`src/rtl/adsr_envelope_pkg.sv`:
```
// Shared types and helpers for the ADSR amplitude envelope.
// The state enum and the envelope full-scale helper are used by the envelope top.
package adsr_pkg;

    typedef enum logic [2:0] {
        IDLE,
        ATTACK,
        DECAY,
        SUSTAIN,
        RELEASE
    } adsr_state_t;

    function automatic logic [31:0] env_max(input int unsigned width);
        return (32'd1 << width) - 32'd1;
    endfunction

endpackage

```
`src/rtl/adsr_envelope_gain.sv`:
```
// Registered signed-sample by unsigned-envelope gain stage, one cycle of latency.
// The envelope acts as a fraction of unity: full scale is just under a gain of one.
module envelope_gain #(
    parameter int BIT_WIDTH = 16,
    parameter int ENV_WIDTH = 16
) (
    input  logic                        clk_audio,
    input  logic                        reset,
    input  logic signed [BIT_WIDTH-1:0] i_level,
    input  logic        [ENV_WIDTH-1:0] i_envelope,
    output logic signed [BIT_WIDTH-1:0] o_level
);

    logic signed [ENV_WIDTH:0]           w_gain;
    logic signed [BIT_WIDTH+ENV_WIDTH:0] w_product;
    logic signed [BIT_WIDTH-1:0]         r_level;
    logic                                w_unused;

    assign w_gain    = $signed({1'b0, i_envelope});
    assign w_product = i_level * w_gain;

    // Taking the slice above the fraction bits is an arithmetic shift with floor rounding.
    assign w_unused  = ^{w_product[BIT_WIDTH+ENV_WIDTH], w_product[ENV_WIDTH-1:0]};

    always_ff @(posedge clk_audio or posedge reset) begin
        if (reset) begin
            r_level <= '0;
        end else begin
            r_level <= w_product[ENV_WIDTH +: BIT_WIDTH];
        end
    end

    assign o_level = r_level;

endmodule

```
`src/rtl/adsr_envelope.sv`:
```
// ADSR envelope generator: gate-driven state machine, saturating envelope register,
// and a one-cycle gain stage applying the envelope to the incoming PCM sample.
module adsr_envelope
    import adsr_pkg::*;
#(
    parameter int BIT_WIDTH = 16,
    parameter int ENV_WIDTH = 16
) (
    input  logic                        clk_audio,
    input  logic                        reset,
    input  logic                        gate,
    input  logic        [ENV_WIDTH-1:0] attack_step,
    input  logic        [ENV_WIDTH-1:0] decay_step,
    input  logic        [ENV_WIDTH-1:0] sustain_level,
    input  logic        [ENV_WIDTH-1:0] release_step,
    input  logic signed [BIT_WIDTH-1:0] level_in,
    output logic signed [BIT_WIDTH-1:0] level_out,
    output logic        [ENV_WIDTH-1:0] envelope,
    output logic                        active
);

    localparam logic [ENV_WIDTH:0] ENV_MAX = (ENV_WIDTH+1)'(env_max(ENV_WIDTH));

    adsr_state_t               r_state;
    adsr_state_t               w_nextState;
    logic [ENV_WIDTH-1:0]      r_envelope;
    logic [ENV_WIDTH-1:0]      w_nextEnv;
    logic [ENV_WIDTH:0]        w_attackSum;
    logic signed [ENV_WIDTH:0] w_decayDiff;
    logic signed [ENV_WIDTH:0] w_releaseDiff;

    // One extra bit of headroom lets overflow and underflow be detected and saturated.
    assign w_attackSum   = {1'b0, r_envelope} + {1'b0, attack_step};
    assign w_decayDiff   = $signed({1'b0, r_envelope}) - $signed({1'b0, decay_step});
    assign w_releaseDiff = $signed({1'b0, r_envelope}) - $signed({1'b0, release_step});

    always_comb begin
        w_nextState = r_state;
        w_nextEnv   = r_envelope;
        case (r_state)
            IDLE: begin
                w_nextEnv = '0;
                if (gate) begin
                    w_nextState = ATTACK;
                end
            end
            ATTACK: begin
                if (!gate) begin
                    w_nextState = RELEASE;
                end else if (w_attackSum >= ENV_MAX) begin
                    w_nextEnv   = ENV_MAX[ENV_WIDTH-1:0];
                    w_nextState = DECAY;
                end else begin
                    w_nextEnv = w_attackSum[ENV_WIDTH-1:0];
                end
            end
            DECAY: begin
                if (!gate) begin
                    w_nextState = RELEASE;
                end else if (w_decayDiff <= $signed({1'b0, sustain_level})) begin
                    w_nextEnv   = sustain_level;
                    w_nextState = SUSTAIN;
                end else begin
                    w_nextEnv = w_decayDiff[ENV_WIDTH-1:0];
                end
            end
            SUSTAIN: begin
                w_nextEnv = sustain_level;
                if (!gate) begin
                    w_nextState = RELEASE;
                end
            end
            RELEASE: begin
                // Retrigger keeps the current level so attack resumes without a click.
                if (gate) begin
                    w_nextState = ATTACK;
                end else if (w_releaseDiff[ENV_WIDTH] || (w_releaseDiff == '0)) begin
                    w_nextEnv   = '0;
                    w_nextState = IDLE;
                end else begin
                    w_nextEnv = w_releaseDiff[ENV_WIDTH-1:0];
                end
            end
            default: begin
                w_nextState = IDLE;
                w_nextEnv   = '0;
            end
        endcase
    end

    always_ff @(posedge clk_audio or posedge reset) begin
        if (reset) begin
            r_state    <= IDLE;
            r_envelope <= '0;
        end else begin
            r_state    <= w_nextState;
            r_envelope <= w_nextEnv;
        end
    end

    envelope_gain #(
        .BIT_WIDTH (BIT_WIDTH),
        .ENV_WIDTH (ENV_WIDTH)
    ) u_gain (
        .clk_audio  (clk_audio),
        .reset      (reset),
        .i_level    (level_in),
        .i_envelope (r_envelope),
        .o_level    (level_out)
    );

    assign envelope = r_envelope;
    assign active   = (r_state != IDLE);

endmodule

```
`config.mk`:
```
export PLATFORM = sky130hd
export DESIGN_NAME = adsr_envelope
export DESIGN_NICKNAME = d
export VERILOG_FILES = /design/src/rtl/adsr_envelope_pkg.sv /design/src/rtl/adsr_envelope_gain.sv /design/src/rtl/adsr_envelope.sv
export SDC_FILE = /design/constraint.sdc
export NUM_CORES = 1
export LEC_CHECK = 0
export BUFFER_PORTS_ARGS = -buffer_cell sky130_fd_sc_hd__buf_2
export CAP_MARGIN = 20
export CORE_MARGIN = 5
export CORE_UTILIZATION = 60
export DETAILED_ROUTE_END_ITERATION = 8
export PLACE_DENSITY_LB_ADDON = 0.15
export SYNTH_ARGS = -nofsm -noshare
export SYNTH_HDL_FRONTEND = slang
export SYNTH_SLANG_ARGS = --single-unit
```
`constraint.sdc`:
```
create_clock -name clk_audio -period 7.8 [get_ports clk_audio]
set_input_delay 2.34 -clock clk_audio [delete_from_list [all_inputs] [get_ports clk_audio]]
set_output_delay 2.34 -clock clk_audio [all_outputs]
set_load 0.02 [all_outputs]
```
# After elaboration in Yosys (flattened, before gate mapping)
# Cells that the tools add are included.
# totals
reg_bits	35
output_inout_bits	33
wordCells	43
# classes
add_sub_neg	3
n_mul	1
order_cmp	2
n_eq_ne	12
muxes	16
reduce_logical	6
# ops
op	count
$mux 16	6
$pmux 16 s4	1
$sub 16x16->17	2
$mul 16x17->32	1
$mux 3	8
$add 16x16->17	1
$ge 17x16->1 const B	1
$le 17x17->1	1
$logic_not 17->1	1
$pmux 3 s5	1
$ne 2x2->1 const B	5
$ne 3x3->1 const B	3
$eq 3x2->1 const B	2
$reduce_and 5->1	1
$eq 3x1->1 const B	1
$eq 3x3->1 const B	1
$logic_not 3->1	1
$reduce_and 3->1	1
$reduce_bool 3->1	1
$logic_or 1x1->1	1

# Longest topological paths before layout
# logic_depth
ltp_word	6
depth_mapped	24

# Modules after synthesis
# From an unflattened synthesis, not the netlist that was laid out.
# hier_totals
cells_unflattened	1582
area_unflattened_um2	13151.4
# by_module_without_submodules
mod	n_inst	cells_per_inst	area_each_um2	seq_area_each_um2
envelope_gain	1	1039	9092.5	400.4
adsr_envelope	1	543	4058.9	475.5

# Worst setup path before layout
# No wires, ideal clock.
# synth_timing
kind	input to register
start	in level_in[15]
end	reg u_gain.r_level[14] (netlist: u_gain.o_level[14])
setup_ns	0.080
arrival_ns	7.895
t_required_ns	7.720
slack_ns	-0.175
path_stages	21
path_buffers	1
path_cell_list	clkbuf_1 > clkinv_1 > nor2_1 > fa_1 > fa_1 > fa_1 > fa_1 > fa_1 > inv_1 > fa_1 > inv_1 > ha_1 > a21o_1 > a211oi_1 > a2bb2oi_1 > o21ai_1 > a21oi_1 > a211oi_1 > or3_1 > a21oi_1 > xnor2_1
# synth_between
elab_chain_len	1
# synth_lines
item	line_no	text
from (decl)	adsr_envelope.sv:16	input logic signed [BIT_WIDTH-1:0] level_in,
$mul 16x17->32	adsr_envelope_gain.sv:20	assign w_product = i_level * w_gain;
net u_gain.w_product[30]	adsr_envelope_gain.sv:15	logic signed [BIT_WIDTH+ENV_WIDTH:0] w_product;
to (signal assigned)	adsr_envelope_gain.sv:29	r_level <= w_product[ENV_WIDTH +: BIT_WIDTH];
to (decl)	adsr_envelope_gain.sv:16	logic signed [BIT_WIDTH-1:0] r_level;
# The timed path passes the listed nets, and every way through them passes these cells.
# A chain may end at the register's enable or synchronous reset.

# Worst setup path in the final report
# layout_timing
start	in level_in[7]
end	reg u_gain.r_level[13] (netlist: u_gain.o_level[13])
# Same word-level chain as after synthesis.

==> results.ini <==
[drt]
drt-initial-drc-count=808
wl_um=34000
firstDrtPassIters=9
viasPerCell=5.76
drc=0
wire_per_inst_um=17.8
vias=11013
ant_nets=0

[floorplan]
die_w_um=157
die_h_um=157
ios=116
rows=53
start_util_pct=61.2
coreArea_um2=21100
die-area_um2=24600

[synth]
synth-seq-area-share_pct=6.78
yosysUniqueCellTypes=87
async_flop_share_pct=100
synth_nets=1952
synthesis.area_um2=12900
netlist.area_leader.share_pct=30.4
synth_flop_cell=dfrtp_1
avgSynthCellArea_um2=8.64
synth_largest_area_cell=fa_1
yosys_register_bits=35
synthTopCellsByArea=fa_1, ha_1, inv_1
synth_cells=1495
synth_warnings=0
synth-edff-count=0

[finish]
seq_area_um2=876
fill_cells=1738
antennaDiodeCount=0
drive_above_1_share_pct=15.8
nets=2094
syn_to_final_growth_pct=12.3
multi_input_area_um2=10800

[global_routing]
grt_max_degree=36
track_usage_pct=27.6
grt.overflow.total=0
grt_pass1_wl_um=54500
first_global_vias=11184
antenna_found_initial=0

[sta]
rsz0062_at_grt=true
report.final.hold_viol_count=0
skew_ns=0.00689
setup_viol=0
fin_hold_ws_ns=0.648
fmax_mhz=130
worst_pin_slew_ns=0.979
finalMaxSlewViolations=0
slew-limit-headroom_pct=34.7
period_minus_slack_ns=7.70
tns_ns=0
fin_crit_sh_pct=98.7

[worst_setup_path]
end_kind=register
cp_data_required_time_ns=7.99
critical_path_arrival_ns=7.88
criticalPathCategory=primary input to register
critical_path.startpoint_type=primary input
path_max_fanout=7

[cts]
root_buffer=clkbuf_16
cts.path.max_buffers=2
clk_pin_slew_ns=0.07
tritoncts=yes
htreeDepth=2
cts_buffers=5
clk_latency_ns=0.30
cts.sinks=35
ctsHoldBuffers=0

[power]
power.total_mw=1.99
switchingPower_mw=0.962
combPwrFrac_pct=73.8
sw_frac_of_total_pct=48.2
cellPowerDensity_nw_per_um2=138
p_int_mw=1.03
p_seq_share_pct=13.4
leakage_nw=7.53
vdd_drop_max_mv=0.105
power.share.clock_pct=12.8

[outcome]
status=complete, no violations

[placed_design]
globalplace.congestion=0.937
dp_hpwl_um=27500
io_buffers=115

[worst_hold_path]
worstHoldPathType=register to register

[job]
drv_cap=0

-- metrics by stage --
stage	area (um^2)	std cells	util (%)	setup WS (ns)
finish	14500	1913	68.7	0.102
global route	14500	1913	68.7	-0.0909
CTS	14300	1910	67.8	0.000428
detailed placement	14100	1898	66.6	-0.514
global placement	14100	1898	66.6	-0.421
floorplan	12900	1495	-	0.0124
-- routing by layer --
| metal | wire (um) | up-vias | track usage [%] | part of all wire [%] |
|---|---|---|---|---|
| li1 | - | 5124 | - | - |
| met1 | 13700 | 5412 | 36.1 | 40 |
| met2 | 17200 | 417 | 49.1 | 51 |
| met3 | 2320 | 60 | 3.01 | 6.8 |
| met4 | 756 | 0 | 7.11 | 2.2 |
| met5 | 0 | - | 0 | 0 |
-- flip-flops by register name (all words and copies together), names as in the netlist --
register        flops
r_state             3
u_gain.o_level     16
envelope           16
-- critical path, cell delays in order --
cell,delay (ns)
buf_4,0.15
nand2_1,0.10
fa_1,0.57
inv_1,0.05
fa_1,0.49
fa_1,0.59
fa_1,0.43
fa_1,0.49
inv_1,0.05
fa_1,0.51
inv_2,0.06
ha_4,0.22
a21o_1,0.16
a211oi_2,0.25
a2bb2oi_1,0.20
o21ai_1,0.09
buf_4,0.17
a21oi_2,0.13
buf_6,0.13
a211oi_4,0.06
or3_4,0.40
buf_6,0.12
xor2_1,0.13
-- cell families after synthesis --
kind of cell | share of synthesized area, %
simple gates | 17.3
mux | 0.727
buf+inv | 10.6
fa+ha+maj | 47.6
compound gates | 13.7
flops | 6.78
xor+xnor | 3.19
-- cells in the mapped netlist (7+ instances only) --
| master | instances |
|---|---|
| inv_1 | 291 |
| fa_1 | 196 |
| nand2_1 | 179 |
| ha_1 | 178 |
| and2_1 | 115 |
| a21oi_1 | 52 |
| nor2_1 | 46 |
| clkbuf_1 | 41 |
| dfrtp_1 | 35 |
| o21ai_0 | 34 |
| xnor2_1 | 27 |
| xor2_1 | 20 |
| nand2b_1 | 18 |
| a21o_1 | 17 |
| nand3_1 | 17 |
| o21a_1 | 13 |
| nor3_1 | 12 |
| a211oi_1 | 11 |
| nand4_1 | 10 |
| nor2b_1 | 9 |
| o211ai_1 | 9 |
| a221oi_1 | 8 |
| a222oi_1 | 8 |
| or3_1 | 8 |
| a32oi_2 | 7 |
| or2_2 | 7 |
-- area by class of cell --
| cell class | instances | area share, % |
|---|---|---|
| sequential | 35 | 6.04 |
| clock inverter | 3 | 0.328 |
| tap | 275 | 2.37 |
| multi-input combinational | 1116 | 74.6 |
| inverter | 292 | 7.57 |
| timing repair buffer | 187 | 8.27 |
| clock buffer | 5 | 0.863 |
-- cell usage in the layout (no fill, tap or decap), types with 8 or more instances in the layout --
cell type | synthesis | layout
a211oi_1 | 11 | 8
a21o_1 | 17 | 17
a21oi_1 | 52 | 49
a221oi_1 | 8 | 8
a222oi_1 | 8 | 8
and2_1 | 115 | 111
buf_2 | 0 | 106
buf_4 | 1 | 70
buf_6 | 1 | 8
dfrtp_1 | 35 | 35
fa_1 | 196 | 194
ha_1 | 178 | 173
inv_1 | 291 | 289
nand2_1 | 179 | 178
nand2b_1 | 18 | 18
nand3_1 | 17 | 16
nand4_1 | 10 | 10
nor2_1 | 46 | 46
nor2b_1 | 9 | 9
nor3_1 | 12 | 12
o211ai_1 | 9 | 9
o21a_1 | 13 | 13
o21ai_0 | 34 | 32
o21ai_1 | 6 | 8
xnor2_1 | 27 | 27
xor2_1 | 20 | 20
-- repair_timing --
item                                    4_1_cts  5_1_grt
gates resized for setup                      13       37
endpoints found under the setup margin        4        7
cloned                                        0        1
buffers inserted                              4        2
pin swaps                                     5       17
-- path summary, 6_finish.rpt --
path,cells after the start,to,slack [ns],from
worst max register to register,22,u_gain.o_level[13],1.25,envelope[8]
min in group asynchronous,3,u_gain.o_level[13],2.16,reset
worst min-delay path,1,r_state[1],0.65,r_state[2]
worst min register to register,1,r_state[1],0.65,r_state[2]
max in group asynchronous,3,envelope[10],5.27,reset
worst max-delay path,23,u_gain.o_level[13],0.10,level_in[7]
-- power by group through the flow --
stage	logic (mW)	clock network [mW]	registers (mW)
after floorplan	0.915	0	0.311
after global placement	1.35	0	0.267
after detailed placement	1.40	0	0.269
after CTS	1.42	0.255	0.266
after global routing	1.67	0.263	0.272
final	1.47	0.256	0.267
Note: power is estimated with default switching activity, not from simulation.
